==> config.mk <==
export PLATFORM = sky130hd
export DESIGN_NAME = glitch_sequencer_flat
export DESIGN_NICKNAME = d
export VERILOG_FILES = /design/src/rtl/glitch_sequencer_if.sv /design/src/rtl/glitch_sequencer.sv /design/src/flat_wrapper.sv
export SDC_FILE = /design/constraint.sdc
export NUM_CORES = 1
export LEC_CHECK = 0
export CAP_MARGIN = 30
export CORE_UTILIZATION = 58
export CTS_BUF_LIST = sky130_fd_sc_hd__clkbuf_2
export CTS_CLUSTER_SIZE = 14
export DETAILED_ROUTE_END_ITERATION = 8
export PLACE_DENSITY_LB_ADDON = 0.25
export SETUP_SLACK_MARGIN = 0.02
export SYNTH_ARGS = -nofsm -noshare
export SYNTH_HDL_FRONTEND = slang
export SYNTH_SLANG_ARGS = --single-unit
==> constraint.sdc <==
create_clock -name clk_in -period 6.2 [get_ports clk_in]
set_input_delay 1.24 -clock clk_in [delete_from_list [all_inputs] [get_ports clk_in]]
set_output_delay 1.24 -clock clk_in [all_outputs]
set_load 0.05 [all_outputs]
==> src/rtl/glitch_sequencer_if.sv <==
// ----------------------------------------------------------------------------
// glitch_sequencer_if
//   Control, configuration and status bundle of the clock-glitch timing
//   front-end.
//   master : drives arm/abort/trigger and the cfg_* fields, observes status.
//   slave  : the sequencer itself; observes control/config, drives the
//            registered glitch mux controls and status flags.
//   Signals:
//     arm, abort, trigger        control inputs to the sequencer
//     cfg_mode[7:0]              glitch mode latched on arm
//     cfg_delay/width/gap[CNT_W] timing configuration latched on arm
//     cfg_repeat[REP_W]          pulse count latched on arm
//     glitch_en, glitch_mode     registered glitch mux controls
//     armed, busy, done          registered status
// ----------------------------------------------------------------------------
interface glitch_sequencer_if #(
    parameter int CNT_W = 16,
    parameter int REP_W = 8
);
    logic             arm;
    logic             abort;
    logic             trigger;
    logic [7:0]       cfg_mode;
    logic [CNT_W-1:0] cfg_delay;
    logic [CNT_W-1:0] cfg_width;
    logic [CNT_W-1:0] cfg_gap;
    logic [REP_W-1:0] cfg_repeat;
    logic             glitch_en;
    logic [7:0]       glitch_mode;
    logic             armed;
    logic             busy;
    logic             done;

    modport master (
        output arm, abort, trigger,
        output cfg_mode, cfg_delay, cfg_width, cfg_gap, cfg_repeat,
        input  glitch_en, glitch_mode, armed, busy, done
    );

    modport slave (
        input  arm, abort, trigger,
        input  cfg_mode, cfg_delay, cfg_width, cfg_gap, cfg_repeat,
        output glitch_en, glitch_mode, armed, busy, done
    );
endinterface

==> src/rtl/glitch_sequencer.sv <==
// ----------------------------------------------------------------------------
// glitch_sequencer
//   Timing front-end for the clock-glitch path. Arms on command, waits for a
//   synchronised rising edge on the external trigger, counts a programmable
//   delay, then emits a burst of glitch_en pulses of programmable width, gap
//   and count. Every output is a flop so the downstream mux select is clean.
//   Ports:
//     clk_in : system clock, all logic on its rising edge
//     rst    : synchronous reset, active-high
//     bus    : glitch_sequencer_if.slave (control, config, mux controls,
//              status)
// ----------------------------------------------------------------------------
module glitch_sequencer #(
    parameter int CNT_W = 16,
    parameter int REP_W = 8
) (
    input  logic                clk_in,
    input  logic                rst,
    glitch_sequencer_if.slave   bus
);

    typedef enum logic [2:0] {
        IDLE,
        ARMED,
        DELAY,
        GLITCH,
        GAP
    } state_t;

    state_t           state_q, state_d;

    // Three-flop trigger synchroniser; s3 is the previous synchronised value.
    logic             s1_q, s1_d;
    logic             s2_q, s2_d;
    logic             s3_q, s3_d;
    logic             trig_edge;

    // Shadow copies of the configuration, held for the whole burst. Width,
    // gap and repeat are stored already mapped 0 -> 1.
    logic [CNT_W-1:0] delay_q, delay_d;
    logic [CNT_W-1:0] width_q, width_d;
    logic [CNT_W-1:0] gap_q,   gap_d;
    logic [REP_W-1:0] repeat_q, repeat_d;

    // cnt counts remaining cycles of the current phase minus one;
    // rep counts pulses still to be started after the current one.
    logic [CNT_W-1:0] cnt_q, cnt_d;
    logic [REP_W-1:0] rep_q, rep_d;

    logic             glitch_en_q, glitch_en_d;
    logic [7:0]       mode_q, mode_d;
    logic             armed_q, armed_d;
    logic             busy_q, busy_d;
    logic             done_q, done_d;

    assign trig_edge = s2_q & ~s3_q;

    always_comb begin
        // NOTE: every signal assigned here gets a default first, so no path
        // through the case statement can leave one unassigned and infer a latch.
        state_d     = state_q;
        s1_d        = bus.trigger;
        s2_d        = s1_q;
        s3_d        = s2_q;
        delay_d     = delay_q;
        width_d     = width_q;
        gap_d       = gap_q;
        repeat_d    = repeat_q;
        cnt_d       = cnt_q;
        rep_d       = rep_q;
        glitch_en_d = glitch_en_q;
        mode_d      = mode_q;
        armed_d     = armed_q;
        busy_d      = busy_q;
        done_d      = 1'b0;

        if (bus.abort) begin
            // Mode is left alone; it is harmless while the enable is low.
            state_d     = IDLE;
            glitch_en_d = 1'b0;
            armed_d     = 1'b0;
            busy_d      = 1'b0;
        end else begin
            case (state_q)
                IDLE: begin
                    if (bus.arm) begin
                        delay_d  = bus.cfg_delay;
                        width_d  = (bus.cfg_width  == '0) ? CNT_W'(1) : bus.cfg_width;
                        gap_d    = (bus.cfg_gap    == '0) ? CNT_W'(1) : bus.cfg_gap;
                        repeat_d = (bus.cfg_repeat == '0) ? REP_W'(1) : bus.cfg_repeat;
                        mode_d   = bus.cfg_mode;
                        armed_d  = 1'b1;
                        state_d  = ARMED;
                    end
                end

                ARMED: begin
                    if (trig_edge) begin
                        armed_d = 1'b0;
                        busy_d  = 1'b1;
                        if (delay_q == '0) begin
                            state_d     = GLITCH;
                            glitch_en_d = 1'b1;
                            cnt_d       = width_q - CNT_W'(1);
                            rep_d       = repeat_q - REP_W'(1);
                        end else begin
                            state_d = DELAY;
                            cnt_d   = delay_q - CNT_W'(1);
                        end
                    end
                end

                DELAY: begin
                    if (cnt_q == '0) begin
                        state_d     = GLITCH;
                        glitch_en_d = 1'b1;
                        cnt_d       = width_q - CNT_W'(1);
                        rep_d       = repeat_q - REP_W'(1);
                    end else begin
                        cnt_d = cnt_q - CNT_W'(1);
                    end
                end

                GLITCH: begin
                    if (cnt_q == '0) begin
                        glitch_en_d = 1'b0;
                        if (rep_q == '0) begin
                            // Last pulse: done coincides with the falling enable.
                            state_d = IDLE;
                            busy_d  = 1'b0;
                            done_d  = 1'b1;
                        end else begin
                            state_d = GAP;
                            cnt_d   = gap_q - CNT_W'(1);
                        end
                    end else begin
                        cnt_d = cnt_q - CNT_W'(1);
                    end
                end

                GAP: begin
                    if (cnt_q == '0) begin
                        state_d     = GLITCH;
                        glitch_en_d = 1'b1;
                        cnt_d       = width_q - CNT_W'(1);
                        rep_d       = rep_q - REP_W'(1);
                    end else begin
                        cnt_d = cnt_q - CNT_W'(1);
                    end
                end

                default: begin
                    state_d     = IDLE;
                    glitch_en_d = 1'b0;
                    armed_d     = 1'b0;
                    busy_d      = 1'b0;
                end
            endcase
        end
    end

    always_ff @(posedge clk_in) begin
        // NOTE: state is updated with non-blocking assignments so every flop
        // samples the pre-edge values regardless of statement order.
        if (rst) begin
            state_q     <= IDLE;
            s1_q        <= 1'b0;
            s2_q        <= 1'b0;
            s3_q        <= 1'b0;
            delay_q     <= '0;
            width_q     <= '0;
            gap_q       <= '0;
            repeat_q    <= '0;
            cnt_q       <= '0;
            rep_q       <= '0;
            glitch_en_q <= 1'b0;
            mode_q      <= '0;
            armed_q     <= 1'b0;
            busy_q      <= 1'b0;
            done_q      <= 1'b0;
        end else begin
            state_q     <= state_d;
            s1_q        <= s1_d;
            s2_q        <= s2_d;
            s3_q        <= s3_d;
            delay_q     <= delay_d;
            width_q     <= width_d;
            gap_q       <= gap_d;
            repeat_q    <= repeat_d;
            cnt_q       <= cnt_d;
            rep_q       <= rep_d;
            glitch_en_q <= glitch_en_d;
            mode_q      <= mode_d;
            armed_q     <= armed_d;
            busy_q      <= busy_d;
            done_q      <= done_d;
        end
    end

    assign bus.glitch_en   = glitch_en_q;
    assign bus.glitch_mode = mode_q;
    assign bus.armed       = armed_q;
    assign bus.busy        = busy_q;
    assign bus.done        = done_q;

endmodule

==> src/flat_wrapper.sv <==
// flat-port wrapper written by rule: the top's interface ports become plain ports
module glitch_sequencer_flat 
#(
    parameter int CNT_W = 16,
    parameter int REP_W = 8
)
  (clk_in, rst, bus_arm, bus_abort, bus_trigger, bus_cfg_mode, bus_cfg_delay, bus_cfg_width, bus_cfg_gap, bus_cfg_repeat, bus_glitch_en, bus_glitch_mode, bus_armed, bus_busy, bus_done);
  glitch_sequencer_if #(.CNT_W(CNT_W), .REP_W(REP_W)) bus_i ();
  input  logic clk_in;
  input  logic rst;
  input wire logic [$bits(bus_i.arm)-1:0] bus_arm;
  input wire logic [$bits(bus_i.abort)-1:0] bus_abort;
  input wire logic [$bits(bus_i.trigger)-1:0] bus_trigger;
  input wire logic [$bits(bus_i.cfg_mode)-1:0] bus_cfg_mode;
  input wire logic [$bits(bus_i.cfg_delay)-1:0] bus_cfg_delay;
  input wire logic [$bits(bus_i.cfg_width)-1:0] bus_cfg_width;
  input wire logic [$bits(bus_i.cfg_gap)-1:0] bus_cfg_gap;
  input wire logic [$bits(bus_i.cfg_repeat)-1:0] bus_cfg_repeat;
  output wire logic [$bits(bus_i.glitch_en)-1:0] bus_glitch_en;
  output wire logic [$bits(bus_i.glitch_mode)-1:0] bus_glitch_mode;
  output wire logic [$bits(bus_i.armed)-1:0] bus_armed;
  output wire logic [$bits(bus_i.busy)-1:0] bus_busy;
  output wire logic [$bits(bus_i.done)-1:0] bus_done;
  assign bus_i.arm = bus_arm;
  assign bus_i.abort = bus_abort;
  assign bus_i.trigger = bus_trigger;
  assign bus_i.cfg_mode = bus_cfg_mode;
  assign bus_i.cfg_delay = bus_cfg_delay;
  assign bus_i.cfg_width = bus_cfg_width;
  assign bus_i.cfg_gap = bus_cfg_gap;
  assign bus_i.cfg_repeat = bus_cfg_repeat;
  assign bus_glitch_en = bus_i.glitch_en;
  assign bus_glitch_mode = bus_i.glitch_mode;
  assign bus_armed = bus_i.armed;
  assign bus_busy = bus_i.busy;
  assign bus_done = bus_i.done;
  glitch_sequencer #(.CNT_W(CNT_W), .REP_W(REP_W)) u_core (.clk_in(clk_in), .rst(rst), .bus(bus_i));
endmodule
==> summary.md, run 1 <==
| Metric | Value |
|---|---|
| Status | complete, no violations |
| ANT cells | 0 |
| GRT overflow | 0 |
| Arr. time, crit path | about 4.2 ns |
| Final net count | around 920 |
| Global-route usage over all layers | 32.8% |
| Share of layout cells above drive strength 1 | 5.19% |
| Critical Path RT | between 6 and 7 ns |
| Layout Cells excl Fill | 980 |
| Sw Share | approximately two fifths |
| Clk sink count | 98 |
| IR drop worst, VDD | around 120 uV |
| Leading cell type in the layout, fill and taps excluded | nand2_1 |
| Slew Viols, Final | 0 |
| Post-CTS setup buffers | 0 |
| Skew-Pair Late Insertion Delay | 0.61 ns |
| Clk_skew | roughly 0.026 ns |
| Area taken by multi-input logic gates | between 0.003 and 0.004 sq mm |
| Cts hold-fix bufs | 0 |
| Overall power after layout | 0.00160 W |
| Syn nets | 878 |
| Reg power frac | 44.5% |
| CTS clock-pin slew for the worst setup and hold paths | ~0.28 ns |
| Die width | 103 microns |
| # setup viols final | 0 |
| Slew HR | 38.7% |
| RSZ-0062 raised after global routing | false |
| Num rows | 36 |
| Post-synth ARST share | 0% |
| P per Cell Area | 234 mW/mm^2 |
| CTS tree | built |
| Commonest non-fill, non-tap cells in the layout | 155 x nand2_1, 98 x dfxtp_1, 92 x a21oi_1, 79 x clkdlybuf4s50_1, 53 x nor2_1 |
| DRT Wirelength | between 15 and 20 mm |
| Yosys reg bits | between 90 and 100 |
| Via density | between 6 and 7 |
| Worst Setup Path Type | reg2reg |
| HPWL Detailed | between 10 and 15 mm |
| Main flop type after synthesis | dfxtp_1 |
| DR pass1 iterations | 5 |
| Min Tclk post-route | 3.65 ns |
| Syn_area_per_cell | 7.43 sq um |
| WL per Instance | between 15 and 20 microns |
| Worst-margin pin slew | just over 0.9 ns |
| Register area share after synthesis | between 30 and 40% |
| CP Max Fanout | 18 |
| Final Hold Viols | 0 |
| Sequential cell area | between 0.0015 and 0.002 sq mm |
| Power share of the combinational group | between 30% and 40% |
| Switch Pwr | 0.000618 W |
| First-pass GRT wire length | around 27 mm |
| Worst min path class | reg2reg |
| Area growth syn-to-layout | 15.3% |
| CTS H-tree lvls | 3 |
| Die area | 0.0107 sq mm |
| Leak pwr | about 2.4 nW |
| CTS buffer count | 9 |
| Max-Cap Viols | 0 |
| Number of routed nets with antenna violations | 0 |
| Type of origin of the critical path | flip-flop |
| CP Capture Type | flip-flop |
| Max frequency | around 0.27 GHz |
| Maximum clock path buffer count | 2 |
| Placed cell count | approximately 960 |
| Number of unique standard cell types used by synthesis | 73 |
| Initial antenna violation count | 0 |
| Clock group share of total power | around 20% |
| Root buf cell | clkbuf_2 |
| Die height | 103 microns |
| Post-synth EDFFs | 0 |
| Period utilisation layout | approximately 59% |
| Final GP Congestion | 0.961 |
| Vias in the first global route | between 5,000 and 6,000 |
| Post-CTS resize count | 0 |
| Initial cell density of the core | 60.4% |
| Initial DRC count | roughly 640 |
| IO Pins | ~80 |
| Core area | 0.00986 sq mm |
| Port Buffers | 80 |
| Synthesized instance count | between 800 and 900 |
| Yosys warns | 0 |
| Setup TNS | 0 ns |
| Largest net degree at the start of global routing | 87 |
| Cell Area, Synth | 0.00596 sq mm |
| Pint | between 0.0009 and 0.001 W |
| Fillers | slightly below 800 |
| DRC viols | 0 |
| DR vias | 6,255 |
==> critical path, cell delays in order, from the launching register on <==
cell	delay (ns)
dfxtp_1	0.74
or3b_2	0.65
a21oi_1	0.39
ha_1	0.30
or3b_2	0.52
or4_1	0.41
a2111oi_0	0.43
a21o_1	0.16
==> area by class of cell <==
type                       count  area share [%]
inverter                      15           0.820
clock inverter                 6           0.966
tap                          133            2.42
sequential                    98            28.6
multi-input combinational    632            54.0
clock buffer                  10           0.729
timing repair buffer          86            12.5
==> worst paths after layout <==
path	start	endpoint	slack, ns	cells past startpoint
worst max-delay path	u_core.state_q[2]	u_core.rep_q[6]	2.55	7
worst min-delay path	u_core.s1_q	u_core.s2_q	0.47	1
worst max register to register	u_core.state_q[2]	u_core.rep_q[6]	2.55	7
worst min register to register	u_core.s1_q	u_core.s2_q	0.47	1
==> state kept, by name (all words and copies together), names as in the netlist <==
signal                  count
u_core.state_q              3
u_core.s2_q                 1
u_core.delay_q             16
u_core.rep_q                8
u_core.s3_q                 1
u_core.repeat_q             8
u_core.bus.busy             1
u_core.bus.glitch_mode      8
u_core.bus.done             1
u_core.bus.glitch_en        1
u_core.cnt_q               16
u_core.width_q             16
u_core.s1_q                 1
u_core.bus.armed            1
u_core.gap_q               16
==> metrics by stage <==
step	setup slack, ns	hold WS (ns)	area [sq um]	util [%]
after global routing	2.36	0.488	6870	69.6
after CTS	2.60	0.477	6870	69.6
after floorplan	3.09	0.414	5960	-
final	2.55	0.473	6870	69.6
after detailed placement	2.67	0.446	6750	68.4
after global placement	2.78	0.415	6720	68.1
==> logic make-up (layout without fill, tap and decap cells) <==
kind of cell / Yosys count / in the layout / share of synthesized area (%)
xor gates and xnor gates: 46 / 46 / 6.76
muxes: 3 / 3 / 0.504
and+or+nand+nor: 360 / 360 / 30.3
adders and majority gates: 8 / 8 / 1.64
AOI/OAI and AO/OA: 215 / 215 / 23.0
buffers and inverters: 72 / 117 / 4.87
DFF: 98 / 98 / 32.9
==> synth_stat cells, types with 20 or more instances <==
cell	instances	share of area [%]
a21oi_1	92	7.7
clkbuf_1	47	3.0
dfxtp_1	98	33
nand2_1	155	9.8
nand3_1	20	1.7
nor2_1	53	3.3
nor3_1	30	2.5
nor4_1	23	2.4
o21ai_0	26	2.2
xnor2_1	22	3.2
xor2_1	24	3.5
==> power by group through the flow <==
stage               registers, W  clock network (W)  logic, W
global placement        0.000720                  0  0.000535
floorplan               0.000716                  0  0.000386
global route            0.000719           0.000357  0.000607
finish                  0.000713           0.000323  0.000568
detailed placement      0.000723                  0  0.000549
CTS                     0.000711           0.000324  0.000553
==> per-layer routing <==
metal / global-route usage (%) / vias up / wire, microns
li1: - / 3005 / -
met1: 47.7 / 2879 / 7640
met2: 48.3 / 333 / 7630
met3: 5.85 / 38 / 1510
met4: 12.1 / 0 / 431
met5: 0 / - / 0
Note: power is estimated with default switching activity, not from simulation.
==> inputs of run 2 (changes only) <==
--- a/config.mk
+++ b/config.mk
@@ -6,7 +6,7 @@
 export NUM_CORES = 1
 export LEC_CHECK = 0
 export CAP_MARGIN = 30
-export CORE_UTILIZATION = 58
+export CORE_UTILIZATION = 52
 export CTS_BUF_LIST = sky130_fd_sc_hd__clkbuf_2
 export CTS_CLUSTER_SIZE = 14
 export DETAILED_ROUTE_END_ITERATION = 8
==> constraint.sdc (replaced) <==
create_clock -name clk_in -period 3 [get_ports clk_in]
set_input_delay 0.6 -clock clk_in [delete_from_list [all_inputs] [get_ports clk_in]]
set_output_delay 0.6 -clock clk_in [all_outputs]
set_load 0.05 [all_outputs]
==> run 2 against run 1 <==
Compared with the run above: worst setup slack worse by 2.4 ns; cell count is 2.6% higher; maximum frequency is 29% higher; critical path type unchanged.
==> summary.md, run 2 (same netlist as run 1, synthesis figures left out) <==
| Metric | Value |
|---|---|
| Num rows | 38 |
| Port Buffers | 80 |
| Critical path's most frequent cell | or3b_2 |
| Post-CTS resize count | 0 |
| Initial DRC count | 628 |
| Critical Path RT | 3.57 ns |
| RSZ-0062 raised after global routing | false |
| Slew Viols, Final | 0 |
| Skew-Pair Late Insertion Delay | roughly 0.6 ns |
| Met3 Use GR | 5.68% |
| Worst path buffer plus inverter count | 0 |
| Setup TNS | 0 ns |
| CP Capture Type | flip-flop |
| Worst min path class | in2reg |
| CTS buffer count | 9 |
| DRT Wirelength | ~18 mm |
| Arr. time, crit path | approximately 3.4 ns |
| Die height | 109 microns |
| Slew HR | between 30 and 40% |
| Power share of the combinational group | between 30% and 40% |
| Critical-path top delay cell | or3b_2 |
| Leading cell type in the layout, fill and taps excluded | nand2_1 |
| Share of layout cells above drive strength 1 | around 7.6% |
| Clock group share of total power | 18.7% |
| Root buf cell | clkbuf_2 |
| Worst Setup Slack, final | between 0.15 and 0.2 ns |
| HPWL Detailed | 13.6 mm |
| Period utilisation layout | a little over nine tenths |
| Global route hottest layer | met2 |
| Fillers | roughly 1,000 |
| Met2 Usage GRT | roughly 48% |
| DRC viols | 0 |
| Commonest non-fill, non-tap cells in the layout | 155 x nand2_1, 98 x dfxtp_1, 91 x a21oi_1, 79 x clkdlybuf4s50_1, 53 x nor2_1 |
| Largest net degree at the start of global routing | between 80 and 90 |
| CP delay by family, top | simple AND/OR/NAND/NOR gates |
| Worst Setup Path Type | reg2reg |
| Dpl ws | 0.178 ns |
| Maximum clock path buffer count | 2 |
| CTS clock-pin slew for the worst setup and hold paths | 0.29 ns |
| Area growth syn-to-layout | 17.9% |
| WL per Instance | about 18 microns |
| Min Tclk post-route | between 2 and 3 ns |
| ANT cells | 0 |
| Vias in the first global route | about 5,700 |
| CP Max Fanout | 5 |
| Pint | between 0.002 and 0.0025 W |
| Final GP Congestion | 0.973 |
| CP Cell Sequence | or3b_2, a21oi_2, ha_1, or3b_2, or4_1, a2111oi_2, a21o_1 |
| DR pass1 iterations | 5 |
| Switch Pwr | approximately 0.0013 W |
| Reg power frac | between 40 and 50% |
| Status | complete, no violations |
| CTS H-tree lvls | 3 |
| Max frequency | approximately 0.36 GHz |
| CTS tree | built |
| Sequential cell area | 0.00196 sq mm |
| Number of routed nets with antenna violations | 0 |
| Max-Cap Viols | 0 |
| Core area | approximately 0.011 sq mm |
| Die area | approximately 0.012 sq mm |
| Clk sink count | between 90 and 100 |
| Type of origin of the critical path | flip-flop |
| Sw Share | about two fifths |
| Die width | between 100 and 150 microns |
| Final net count | roughly 940 |
| Initial cell density of the core | between 50% and 60% |
| Clk_skew | 0.0277 ns |
| Slowest stage delay, CP | about 0.52 ns |
| # setup viols final | 0 |
| Area taken by multi-input logic gates | ~0.0037 sq mm |
| Worst-margin pin slew | between 0.9 and 1 ns |
| Leak pwr | around 2.5 nW |
| Post-CTS setup buffers | 0 |
| DR vias | 6,283 |
| Global-route usage over all layers | between 30% and 40% |
| GRT overflow | 0 |
| Final Hold Viols | 0 |
| Met1 Resource Use GR | 44.6% |
| Via density | about 6.3 |
| P per Cell Area | approximately 470 mW/mm^2 |
| First-pass GRT wire length | 29.1 mm |
| IR drop worst, VDD | about 370 uV |
| IO Pins | 81 |
| Cts hold-fix bufs | 0 |
| Initial antenna violation count | 0 |
==> run 2: metal layers <==
| metal | vias to the layer above | routed length, microns |
|---|---|---|
| met2 | 281 | 7850 |
| met3 | 39 | 1480 |
| li1 | 3044 | - |
| met4 | 0 | 448 |
| met1 | 2919 | 8360 |
| met5 | - | 0 |
==> run 2: metrics by stage <==
| stage | utilization, % | hold WS [ns] | cells | power, W | cell area [sq um] |
|---|---|---|---|---|---|
| detailed placement | 62.9 | 0.449 | 989 | 0.00268 | 6910 |
| global route | 64.0 | 0.341 | 1005 | 0.00349 | 7020 |
| global placement | 62.9 | 0.437 | 989 | 0.00267 | 6910 |
| CTS | 63.8 | 0.305 | 1005 | 0.00330 | 7010 |
| finish | 64.0 | 0.345 | 1005 | 0.00331 | 7020 |
| floorplan | - | 0.414 | 802 | 0.00228 | 5960 |
==> run 2: area by class of cell <==
class | instances | area share (%)
clock inverter | 7 | 0.837
multi-input combinational | 632 | 53.0
inverter | 15 | 0.802
tap | 140 | 2.49
clock buffer | 9 | 0.641
timing repair buffer | 104 | 14.3
sequential | 98 | 27.9
==> run 2: worst min-delay path, cell delays in order <==
cell	delay, ns
buf_2	0.11
or2_2	0.19
a21oi_1	0.05
==> run 2: power by group through the flow <==
stage | registers [W] | logic [W] | clock network, W
finish | 0.00147 | 0.00122 | 0.000618
global route | 0.00148 | 0.00132 | 0.000684
CTS | 0.00147 | 0.00120 | 0.000633
detailed placement | 0.00149 | 0.00119 | 0
global placement | 0.00149 | 0.00118 | 0
floorplan | 0.00148 | 0.000798 | 0
==> run 2: final timing paths <==
path | start | to | slack, ns | cells past startpoint
max reg2reg | u_core.state_q[1] | u_core.rep_q[6] | 0.18 | 7
max | u_core.state_q[1] | u_core.rep_q[6] | 0.18 | 7
min | rst | u_core.bus.busy | 0.34 | 3
min reg2reg | u_core.bus.glitch_mode[4] | u_core.bus.glitch_mode[4] | 0.47 | 2
